File: config.mk
export PLATFORM = sky130hd
export DESIGN_NAME = pc_control
export DESIGN_NICKNAME = d
export VERILOG_FILES = /design/src/rtl/pc_defs.sv /design/src/rtl/pc_next_calc.sv /design/src/rtl/pc_control.sv
export SDC_FILE = /design/constraint.sdc
export NUM_CORES = 1
export LEC_CHECK = 0
export CAP_MARGIN = 10
export CORE_MARGIN = 1.5
export CORE_UTILIZATION = 45
export DETAILED_ROUTE_END_ITERATION = 12
export GPL_TIMING_DRIVEN = 0
export PLACE_DENSITY = 0.74
export SLEW_MARGIN = 15
export SYNTH_ARGS = -nofsm -noshare
export SYNTH_HDL_FRONTEND = slang
export SYNTH_HIERARCHICAL = 1
export SYNTH_SLANG_ARGS = --single-unit
export TNS_END_PERCENT = 100
File: constraint.sdc
create_clock -name clk -period 3.2 [get_ports clk]
set_input_delay 0.32 -clock clk [delete_from_list [all_inputs] [get_ports clk]]
set_output_delay 0.32 -clock clk [all_outputs]
set_load 0.01 [all_outputs]
File: src/rtl/pc_defs.sv
// Shared definitions for the PC sequencer: state encodings, opcode field values
// and the HALT operand pattern.
package pc_defs;

    typedef enum logic [1:0] {
        ST_FETCH  = 2'b00,
        ST_DECODE = 2'b01,
        ST_EXEC   = 2'b10,
        ST_HALT   = 2'b11
    } state_e;

    typedef enum logic [1:0] {
        OP_ALU  = 2'b00,
        OP_BEQZ = 2'b01,
        OP_JMP  = 2'b10,
        OP_SYS  = 2'b11
    } opcode_e;

    localparam logic [5:0] HALT_PATTERN = 6'h3F;

    // SYS opcode with the all-ones operand halts; any other SYS operand is a NOP.
    function automatic logic is_halt(input logic [7:0] ir);
        return (opcode_e'(ir[7:6]) == OP_SYS) && (ir[5:0] == HALT_PATTERN);
    endfunction

endpackage

File: src/rtl/pc_next_calc.sv
// Combinational next-PC arithmetic for the EXEC state; all sums wrap modulo 2^WIDTH.
module pc_next_calc
    import pc_defs::*;
#(
    parameter int WIDTH = 8
) (
    input  logic [WIDTH-1:0] pc,
    input  logic [WIDTH-1:0] ir,
    input  logic             zero,
    output logic [WIDTH-1:0] next_pc
);

    logic [WIDTH-1:0] pc_inc;
    logic [WIDTH-1:0] off_sext;
    logic [WIDTH-1:0] jmp_tgt;
    opcode_e          opcode;

    always_comb begin
        opcode   = opcode_e'(ir[7:6]);
        pc_inc   = pc + WIDTH'(1);
        off_sext = {{(WIDTH-6){ir[5]}}, ir[5:0]};
        jmp_tgt  = {{(WIDTH-6){1'b0}}, ir[5:0]};
        next_pc  = pc_inc;
        case (opcode)
            OP_BEQZ: next_pc = zero ? (pc_inc + off_sext) : pc_inc;
            OP_JMP:  next_pc = jmp_tgt;
            default: next_pc = pc_inc;
        endcase
    end

endmodule

File: src/rtl/pc_control.sv
// Three-phase FETCH/DECODE/EXEC instruction sequencer driving an external pc register,
// with a sticky HALT state left only through reset.
module pc_control
    import pc_defs::*;
#(
    parameter int WIDTH = 8
) (
    input  logic             clk,
    input  logic             Reset,
    input  logic [WIDTH-1:0] PC,
    input  logic [WIDTH-1:0] Instr,
    input  logic             Zero,
    input  logic             Stall,
    output logic [WIDTH-1:0] NextPC,
    output logic             PCWrite,
    output logic             IRLoad,
    output logic             RegWrite,
    output logic [1:0]       State,
    output logic             Halted
);

    state_e           state_q, state_d;
    logic [WIDTH-1:0] ir_q, ir_d;
    logic [WIDTH-1:0] calc_next;
    logic             halt_instr;
    logic             alu_instr;

    pc_next_calc #(.WIDTH(WIDTH)) u_pc_next_calc (
        .pc      (PC),
        .ir      (ir_q),
        .zero    (Zero),
        .next_pc (calc_next)
    );

    always_comb begin
        halt_instr = is_halt(ir_q[7:0]);
        alu_instr  = (opcode_e'(ir_q[7:6]) == OP_ALU);
    end

    // The pc register loads every cycle, so "hold" means echoing PC back.
    always_comb begin
        state_d  = state_q;
        ir_d     = ir_q;
        NextPC   = PC;
        IRLoad   = 1'b0;
        PCWrite  = 1'b0;
        RegWrite = 1'b0;
        if (!Reset) begin
            NextPC = '0;
        end else if (!Stall) begin
            case (state_q)
                ST_FETCH: begin
                    IRLoad  = 1'b1;
                    ir_d    = Instr;
                    state_d = ST_DECODE;
                end
                ST_DECODE: begin
                    state_d = ST_EXEC;
                end
                ST_EXEC: begin
                    if (halt_instr) begin
                        state_d = ST_HALT;
                    end else begin
                        NextPC   = calc_next;
                        PCWrite  = 1'b1;
                        RegWrite = alu_instr;
                        state_d  = ST_FETCH;
                    end
                end
                default: begin
                    state_d = ST_HALT;
                end
            endcase
        end
    end

    always_comb begin
        State  = state_q;
        Halted = Reset && (state_q == ST_HALT);
    end

    always_ff @(posedge clk) begin
        if (!Reset) begin
            state_q <= ST_FETCH;
            ir_q    <= '0;
        end else begin
            state_q <= state_d;
            ir_q    <= ir_d;
        end
    end

endmodule

Word-level counts from Yosys, hierarchy flattened
Index checks and enable logic that the tools add are counted.
{"block": "word_totals", "out_inout_bits": 14, "elab_cells": 36, "reg_bits": 10, "in_bits": 20}
{"block": "classes", "add_sub_neg": 2, "n_mux": 19, "n_reduce_logical": 5, "n_bitwise": 1, "n_eq_ne": 7}
{"op": "8-bit 2-to-1 mux", "n": 5}
{"op": "8-bit one-hot mux with 2 select lines", "n": 1}
{"op": "1-bit 2-to-1 mux", "n": 11}
{"op": "8-bit by 1-bit adder with 8-bit output (second input constant)", "n": 1}
{"op": "8-bit adder", "n": 1}
{"op": "2-bit equality test (second input constant)", "n": 4}
{"op": "6-bit equality test (second input constant)", "n": 1}
{"op": "2-bit one-hot mux with 3 select lines", "n": 1}
{"op": "2-bit by 1-bit equality test with 1-bit output (second input constant)", "n": 2}
{"op": "2-bit logical NOT", "n": 2}
{"op": "1-bit logical AND", "n": 2}
{"op": "2-bit 2-to-1 mux", "n": 1}
{"op": "2-bit AND reduction", "n": 1}
{"op": "1-bit NOT", "n": 1}

Depth between registers and ports, before layout
Gate-level depths: netlist of the first run.
{"block": "depth", "depth_word": 8, "depth_mapped": 11, "ltp_nobuf": 11}

Modules after synthesis
Netlist of the first run, hierarchy kept.
{"module": "pc_control", "area_per_inst_um2": 646.9, "cells_each": 83, "seq_area_each_um2": 200.2, "n_inst": 1}
{"module": "pc_next_calc", "area_per_inst_um2": 646.9, "cells_each": 89, "seq_area_each_um2": 0.0, "n_inst": 1}

Worst setup path after synthesis of the first run
OpenSTA, ideal clock, no wires.
{"block": "synth_path", "path_type": "input-to-output", "startpoint": "input PC[0]", "endpoint": "output NextPC[7]", "cell_stages": 11, "arrival_time_ps": 2403, "required_time_ps": 2880, "n_path_buf": 0, "path_slack_ps": 477, "path_cell_list": "ha_1 > nand3_1 > xnor2_1 > ha_1 > and2_4 > a221o_1 > o21a_1 > o31a_1 > o211ai_1 > nand2_1 > mux2i_1"}
{"block": "synth_between", "elab_chain_len": 8}
{"item": "start: declaration", "line_no": "pc_control.sv:10", "rtl": "input logic [WIDTH-1:0] PC,"}
{"item": "8-bit by 1-bit adder with 8-bit output (*)", "line_no": "pc_next_calc.sv:20", "rtl": "pc_inc = pc + WIDTH'(1);"}
{"item": "8-bit adder", "line_no": "pc_next_calc.sv:25", "rtl": "OP_BEQZ: next_pc = zero ? (pc_inc + off_sext) : pc_inc;"}
{"item": "8-bit 2-to-1 mux", "line_no": "pc_next_calc.sv:25"}
{"item": "8-bit one-hot mux with 2 select lines (*)", "line_no": "pc_next_calc.sv:24", "rtl": "case (opcode)"}
{"item": "named net calc_next[7]", "line_no": "pc_control.sv:24", "rtl": "logic [WIDTH-1:0] calc_next;"}
{"item": "8-bit 2-to-1 mux (*)", "line_no": "pc_control.sv:61", "rtl": "if (halt_instr) begin"}
{"item": "8-bit 2-to-1 mux (*)", "line_no": "pc_control.sv:51", "rtl": "case (state_q)"}
{"item": "8-bit 2-to-1 mux (*)", "line_no": "pc_control.sv:50", "rtl": "end else if (!Stall) begin"}
{"item": "8-bit 2-to-1 mux (*)", "line_no": "pc_control.sv:48", "rtl": "if (!Reset) begin"}
{"item": "end: declaration", "line_no": "pc_control.sv:14", "rtl": "output logic [WIDTH-1:0] NextPC,"}
Mark *: on every way through the listed nets, which the timed path passes. The rest lies on a longest branch.

Worst setup path in the final report of the first run
{"block": "layout_path", "startpoint": "input PC[1]", "endpoint": "output NextPC[7]"}
Same word-level chain as after synthesis.

==> flow_summary.toml, run 1 <==
[critical_path]
r2r_setup_slack_ps = 1890
cp-end-kind = "primary output"
worstPathMaxFanout = 5
arrival_ps = 2730
critical_path_class = "input port to primary output"
worstSetupStartpointType = "input port"
required_ps = 2880

[cells_and_area]
n_fill_cell = 253
drive_above_1_share = 0.159
area_growth_pct = 34.8
antenna_cells = 0
finalInstanceArea_sq_um = 1740
fin_nets = 241

[clock_network]
cts_htree_levels = 1
cts_tree = "built"
clockBufferDepth = 2
clock_sinks = 10
clk_latency_ps = 270
cts_buffers = 3
cts-root-buf = "clkbuf_4"
path_clk_slew_ps = 70

[synth]
synthArstFlopShare = 0
synth_nets = 204
ys_seq_area_frac = 0.155
synth_seq_cells = 10
ys_types = 47
postSynthAreaPerCell_sq_um = 7.52
synth_ff_type = "dfxtp_1"
yosysMostFrequentCell = "nand2_1"
yosysTopAreaCell = "dfxtp_1"
synth_area_sq_um = 1290
synth_edf_count = 0
yosys-top-cells-count = "nand2_1 (40), o21ai_0 (13), ha_1 (11), dfxtp_1 (10)"
synth_cells = 172
synth_warnings = 6
yosysTopAreaCellShare = 0.155
ys_top_cells_by_area = "dfxtp_1 (15%), nand2_1 (12%), ha_1 (11%)"

[sta]
tightestPinTransition_ps = 441
hold_viol = 0
fin_crit_ps = 3050
fin_setup_tns_ps = 0
timing.final.crit_share = 0.954
clock-skew-final_ps = 4.46
maxSlewViolCount = 0
setup_violations = 0
max_freq_mhz = 327
grt_setup_unrepaired = "yes"
slew_headroom = 0.706

[global_route]
first_global_vias = 1369
grt_first_pass_wirelength_um = 5930
overflow = 0
antenna_found_initial = 0
grt_max_degree = 11
grt_use_total = 0.231

[flow_run]
maxCapViolations = 0

[power]
ir_drop_mv = 0.290
power_frac_clock = 0.242
p_sw_mw = 0.172
pwr-share-comb = 0.452
sequentialPowerShare = 0.306
internal_power_mw = 0.311
switching_share = 0.356
p_per_area_nw_per_um2 = 277
leakagePower_nw = 0.777

[die]
die-area_sq_um = 3210
core.rowCount = 19
die_w_um = 56.6
ioPinCount = 34
start_util = 0.473
core_sq_um = 2730
fp.dieH_um = 56.6

[place]
dpl.hpwl_um = 2650
placed_area_sq_um = 1650
port_buffers = 32
gp_congestion = 0.897

[routing]
drc = 0
vias = 1397
drt-total-wl_um = 3400
drtPass1Iterations = 4
drt_iter0_drc = 49
ant_nets = 0
wl_per_cell_um = 14.2
via_per_inst = 5.85

[run_status]
run_status = "finished clean"

[worst_hold_path]
hold_class = "input port to register"
==> per-stage QoR <==
step                cells  utilization  power, mW  hold WS, ps  worst slack, ps
floorplan             172            -      0.280          455              477
global placement      235        0.605      0.348          496             -882
detailed placement    235        0.605      0.356          499             -895
CTS                   239        0.629      0.477          383             3.06
global route          239        0.638      0.520          380            -13.7
finish                239        0.638      0.483          392              146
==> flip-flops by register name, indices dropped and copies added (netlist names) <==
signal and count:
ir_q 8, State 2
==> logic make-up (layout without fill, tap and decap cells) <==
family                   Yosys count  in the layout  synth area share
AO/OA/AOI/OAI                     45             45             0.244
adder cells (fa/ha/maj)           12             12             0.122
XOR/XNOR                          10             10            0.0677
multiplexers                       8              8            0.0619
AND/OR/NAND/NOR                   75             75             0.295
flip-flops                        10             10             0.155
buffers and inverters             12             48            0.0551
==> power groups by stage <==
| stage | logic [mW] | clock network [mW] | registers (mW) |
|---|---|---|---|
| floorplan | 0.132 | 0 | 0.147 |
| global placement | 0.199 | 0 | 0.149 |
| detailed placement | 0.206 | 0 | 0.150 |
| CTS | 0.210 | 0.120 | 0.147 |
| global route | 0.240 | 0.130 | 0.150 |
| finish | 0.218 | 0.117 | 0.148 |
==> cells in the final DEF (no fill, tap or decap), types with 4 or more instances in the layout <==
cell,n
buf_2,5
nor2b_1,5
xnor2_2,4
nand2_1,40
nand3_1,7
clkdlybuf4s50_1,24
clkbuf_4,4
ha_1,9
a21boi_1,8
inv_1,6
mux2i_1,8
xor2_1,4
o21ai_0,13
dfxtp_1,10
==> area by class of cell <==
cell class | instances | area [sq um] | area share
multi-input cells | 150 | 1100 | 0.631
repair buffers | 32 | 298 | 0.171
flip-flops and latches | 10 | 200 | 0.115
plain buffers | 6 | 48.8 | 0.0280
well taps | 31 | 38.8 | 0.0222
clock buffers | 4 | 36.3 | 0.0208
inverters | 6 | 22.5 | 0.0129
==> worst paths after layout <==
check / startpoint / to / depth (start not counted)
worst max-delay path: PC[1] / NextPC[7] / 13
worst min-delay path: Reset / ir_q[5]$_SDFFE_PN0P_ / 2
worst max register to register: ir_q[5]$_SDFFE_PN0P_ / State[0]$_SDFFE_PN0N_ / 3
worst min register to register: ir_q[2]$_SDFFE_PN0P_ / ir_q[2]$_SDFFE_PN0P_ / 2
==> layer usage <==
metal  vias up  routed length (um)  global-route usage
met3         4                 201              0.0576
met1       664                1550               0.302
met5         -                   0                   0
met2        39                1630               0.374
met4         0                  21              0.0646
li1        690                   -                   -
==> critical path, stage by stage <==
cell	delay (ps)
buf_2	150
ha_4	170
nand3_1	120
xnor2_2	240
ha_1	280
and2_4	140
a221o_1	320
o21a_1	210
o31a_1	270
o211ai_1	170
nand2_1	70
mux2i_1	120
buf_2	150
==> timing repair <==
item                       in CTS  in global routing
gates cloned                    0                  0
setup buffers                   0                  0
setup endpoints to repair       6                  3
resized for setup              24                 11
hold buffers                    0                  0
hold endpoints to repair        0                  0
pin swaps                       3                  3
(Power assumes the default switching activity.)
==> inputs of run 2 (changes only) <==
--- a/config.mk
+++ b/config.mk
@@ -11,6 +11,7 @@
 export DETAILED_ROUTE_END_ITERATION = 12
 export GPL_TIMING_DRIVEN = 0
 export PLACE_DENSITY = 0.74
+export REMOVE_ABC_BUFFERS = 1
 export SLEW_MARGIN = 15
 export SYNTH_ARGS = -nofsm -noshare
 export SYNTH_HDL_FRONTEND = slang
==> flow_summary.toml, run 2 (same netlist as run 1, synthesis figures left out) <==
[clock_network]
clk_latency_ps = 260
path_clk_slew_ps = 60
cts_buffers = 3
cts-root-buf = "clkbuf_4"
cts_tree = "built"
clockBufferDepth = 2
clock_sinks = 10
cts_htree_levels = 1
cts_hold_buf = 0

[sta]
timing.final.crit_share = 0.932
slew_headroom = 0.397
grt_setup_unrepaired = "no"
tightestPinTransition_ps = 901
max_freq_mhz = 335
clock-skew-final_ps = 8.38
fin_setup_tns_ps = 0
setup_violations = 0
fin_crit_ps = 2980
hold_viol = 0
maxSlewViolCount = 0

[critical_path]
critical_path_class = "input port to primary output"
arrival_ps = 2660
path_depth = 13
rr_startpoint = "State[1]$_SDFFE_PN0N_"
worstPathMaxFanout = 7
crit_slowest_cell = "a221o_1"
worstSetupStartpointType = "input port"
critPathMaxStageDelay_ps = 340
r2r_setup_slack_ps = 1940
worstPathCellList = "buf_4, ha_4, nand3_4, xnor2_4, ha_1, and2_4, a221o_1, o21a_1, o31a_1, o211ai_1, nand2_1, mux2i_1, buf_2"
cp.buffers_inverters = 2
path_delay_family = "compound AO/OA/AOI/OAI gates"
required_ps = 2880
startpoint = "PC[0]"
r2r_cells = 3
cp-end-kind = "primary output"
rr_endpoint = "ir_q[3]$_SDFFE_PN0P_"
endpoint = "NextPC[7]"

[cells_and_area]
multi_input_area_sq_um = 1110
antenna_cells = 0
layout_common_cells = "nand2_1 (40), clkdlybuf4s50_1 (23), o21ai_0 (12)"
area_growth_pct = 32.6
layout_commonest_cell = "nand2_1"
regArea_sq_um = 200
largest_reg_flops = 8
largest-register = "ir_q"
n_fill_cell = 263
fin_nets = 236
drive_above_1_share = 0.134
utilization = 0.627

[die]
core.rowCount = 19
start_util = 0.473
die_w_um = 56.6
core_sq_um = 2730
die-area_sq_um = 3210
ioPinCount = 34
fp.dieH_um = 56.6

[routing]
vias = 1351
wl_per_cell_um = 14.1
ant_nets = 0
drtPass1Iterations = 4
drt-total-wl_um = 3290
drc = 0
drt_iter0_drc = 53
via_per_inst = 5.80

[global_route]
grt_first_pass_wirelength_um = 5550
overflow = 0
grt_use_total = 0.211
first_global_vias = 1257
antenna_found_initial = 0
grt_max_degree = 30

[worst_hold_path]
hold_class = "register to register"
min-delay-start = "ir_q[2]$_SDFFE_PN0P_"

[flow_run]
maxCapViolations = 0

[power]
ir_drop_mv = 0.217
p_total_mw = 0.442
p_per_area_nw_per_um2 = 258
leakagePower_nw = 0.769

[run_status]
run_status = "finished clean"

[place]
gp_congestion = 0.845
dpl.hpwl_um = 2490
port_buffers = 33
-- run 2: cell count changes in the layout (fill, tap and decap cells not counted), sizes merged --
cell / previous run / this run
buf: 6 / 4
bufbuf: 1 / 0
clkbuf: 8 / 4
clkdlybuf4s15: 0 / 1
clkdlybuf4s50: 24 / 23
dlygate4sd2: 2 / 1
dlymetal6s2s: 1 / 3
-- run 2: worst min path at each step --
stage                                        to  slack (ps)  cells after the start
after floorplan           State[0]$_SDFFE_PN0N_         450                      2
after global placement     ir_q[2]$_SDFFE_PN0P_         500                      2
after detailed placement   ir_q[2]$_SDFFE_PN0P_         500                      2
after CTS                  ir_q[2]$_SDFFE_PN0P_         520                      2
after global routing       ir_q[2]$_SDFFE_PN0P_         530                      2
final                      ir_q[2]$_SDFFE_PN0P_         510                      2
-- run 2: worst register-to-register path, stage by stage (launching register included) --
cell      delay, ps
dfxtp_1         420
or3_1           540
nand2_1         120
a21boi_1         70
-- run 2: where the power goes --
| group | internal (mW) | switching (mW) |
|---|---|---|
| combinational | 0.104 | 0.105 |
| clock | 0.0433 | 0.0408 |
| sequential | 0.133 | 0.0161 |
| total | 0.280 | 0.162 |
-- run 2: stage by stage --
step,instances,worst slack (ps),area [sq um],hold WS (ps)
floorplan,166,478,1240,448
global placement,230,-851,1610,496
detailed placement,230,-930,1610,503
CTS,233,3.53,1680,520
global route,233,59.3,1720,528
finish,233,217,1720,515
-- run 2: area by class of cell --
| class | instances | share of cell area |
|---|---|---|
| multi-input cells | 150 | 0.649 |
| repair buffers | 33 | 0.185 |
| flip-flops and latches | 10 | 0.117 |
| well taps | 31 | 0.0226 |
| clock buffers | 3 | 0.0131 |
| inverters | 6 | 0.0131 |
-- run 2: per-layer routing --
| metal | GRT usage | share of wire |
|---|---|---|
| met5 | 0 | 0 |
| met4 | 0.0578 | 0.0040 |
| met3 | 0.0392 | 0.044 |
| met2 | 0.367 | 0.51 |
| met1 | 0.265 | 0.45 |
-- run 2: what timing repair did --
item	CTS	global route
pin swaps	3	3
gates resized for setup	28	16
setup buffers	0	0
endpoints found under the setup margin	6	4
==> inputs of run 3 (changes only) <==
--- a/config.mk
+++ b/config.mk
@@ -5,9 +5,11 @@
 export SDC_FILE = /design/constraint.sdc
 export NUM_CORES = 1
 export LEC_CHECK = 0
+export ABC_CLOCK_PERIOD_IN_PS = 3300
 export CAP_MARGIN = 10
 export CORE_MARGIN = 1.5
 export CORE_UTILIZATION = 45
+export CTS_CLUSTER_SIZE = 12
 export DETAILED_ROUTE_END_ITERATION = 12
 export GPL_TIMING_DRIVEN = 0
 export PLACE_DENSITY = 0.74
==> constraint.sdc (replaced) <==
create_clock -name clk -period 3.3 [get_ports clk]
set_input_delay 0.33 -clock clk [delete_from_list [all_inputs] [get_ports clk]]
set_output_delay 0.33 -clock clk [all_outputs]
set_load 0.01 [all_outputs]
==> flow_summary.toml, run 3 (same netlist as run 1, synthesis figures left out) <==
[critical_path]
critical_path_class = "input port to primary output"
cp-end-kind = "primary output"
worstPathMaxFanout = 7
rr_startpoint = "State[1]$_SDFFE_PN0N_"
r2r_cells = 3
arrival_ps = 2800
required_ps = 2970
startpoint = "PC[0]"
worstSetupStartpointType = "input port"

[clock_network]
cts_htree_levels = 1
clk_latency_ps = 260
clockBufferDepth = 2
cts-root-buf = "clkbuf_4"
clock_sinks = 10
path_clk_slew_ps = 60
cts_buffers = 3
cts_tree = "built"

[worst_hold_path]
min-delay-start = "ir_q[2]$_SDFFE_PN0P_"
hold_class = "register to register"
whs_path_depth = 2

[flow_run]
maxCapViolations = 0

[sta]
fin_crit_ps = 3130
maxSlewViolCount = 0
holdWs_ps = 517
grt_setup_unrepaired = "no"
fin_setup_tns_ps = 0
clock-skew-final_ps = 5.59
tightestPinTransition_ps = 856
timing.final.crit_share = 0.948
hold_viol = 0
slew_headroom = 0.428
setup_violations = 0
max_freq_mhz = 320

[die]
die_w_um = 56.6
start_util = 0.473
die-area_sq_um = 3210
core_sq_um = 2730
core.rowCount = 19
fp.dieH_um = 56.6
ioPinCount = 34

[cells_and_area]
largest_reg_flops = 8
finalInstanceArea_sq_um = 1720
n_fill_cell = 259
fin_nets = 237
layout_commonest_cell = "nand2_1"
multi_input_area_sq_um = 1110
area_growth_pct = 32.9
antenna_cells = 0
drive_above_1_share = 0.128
regArea_sq_um = 200
layoutNonFillerInstCount = 234
largest-register = "ir_q"
layout_common_cells = "nand2_1 (40), clkdlybuf4s50_1 (24), o21ai_0 (13)"

[run_status]
run_status = "finished clean"

[global_route]
grt_busiest_layer = "met2"
grt_use_total = 0.215
first_global_vias = 1277
grt_first_pass_wirelength_um = 5640
overflow = 0
grt_max_degree = 30
gr-usage-met2 = 0.369
met3_usage = 0.0392
antenna_found_initial = 0
use_met1 = 0.269

[routing]
drc = 0
via_per_inst = 5.74
wl_per_cell_um = 13.9
drtPass1Iterations = 4
drt-total-wl_um = 3260
drt_iter0_drc = 51
ant_nets = 0
vias = 1343

[power]
ir_drop_mv = 0.213
switching_share = 0.368
p_sw_mw = 0.159
internal_power_mw = 0.273
p_total_mw = 0.433
leakagePower_nw = 0.756
pwr-share-comb = 0.472
p_per_area_nw_per_um2 = 252
sequentialPowerShare = 0.334
power_frac_clock = 0.194

[place]
dp_cells = 230
placed_area_sq_um = 1610
gp_congestion = 0.845
port_buffers = 33
dpl.hpwl_um = 2490
## run 3: final cells by class
cell class,instances,share of cell area
clock buffer,3,0.0131
inverter,6,0.0131
multi-input combinational,150,0.645
sequential,10,0.116
tap,31,0.0226
timing repair buffer,34,0.190
## run 3: metal layers
layer / wire [um] / up-vias / share of wire
li1: - / 679 / -
met1: 1460 / 622 / 0.45
met2: 1620 / 40 / 0.50
met3: 158 / 2 / 0.049
met4: 13 / 0 / 0.0040
met5: 0 / - / 0
## run 3: through the flow
stage | util | setup slack, ps
2_1_floorplan | - | 558
3_3_place_gp | 0.590 | -771
3_5_place_dp | 0.590 | -850
4_1_cts | 0.614 | -32.3
5_1_grt | 0.629 | 12.0
6_report | 0.629 | 172
## run 3: repair_timing
action	4_1_cts	5_1_grt
resized for setup	22	15
pin swaps	3	1
setup endpoints to repair	6	2
hold buffers	0	0
gates cloned	0	0
endpoints found under the hold margin	0	0
buffers inserted	1	0
## run 3: worst max-delay path: stages
cell and delay (ps):
clkbuf_4 160, ha_4 170, nand3_4 100, xnor2_4 180, ha_1 250, and2_4 140, a221o_1 340, o21a_1 210
o31a_1 280, o211ai_1 170, nand2_1 70, mux2i_1 150, clkdlybuf4s15_2 240
## run 3: path summary, 6_finish.rpt
check | to | slack [ps]
min | ir_q[2]$_SDFFE_PN0P_ | 520
min reg2reg | ir_q[2]$_SDFFE_PN0P_ | 520
max | NextPC[7] | 170
max reg2reg | ir_q[3]$_SDFFE_PN0P_ | 2030
## run 3: power groups by stage
| stage | clock [mW] | combinational [mW] | sequential (mW) |
|---|---|---|---|
| after CTS | 0.0851 | 0.196 | 0.144 |
| after floorplan | 0 | 0.116 | 0.144 |
| after global routing | 0.0888 | 0.227 | 0.146 |
| after global placement | 0 | 0.182 | 0.146 |
| after detailed placement | 0 | 0.188 | 0.147 |
| final | 0.0840 | 0.204 | 0.145 |
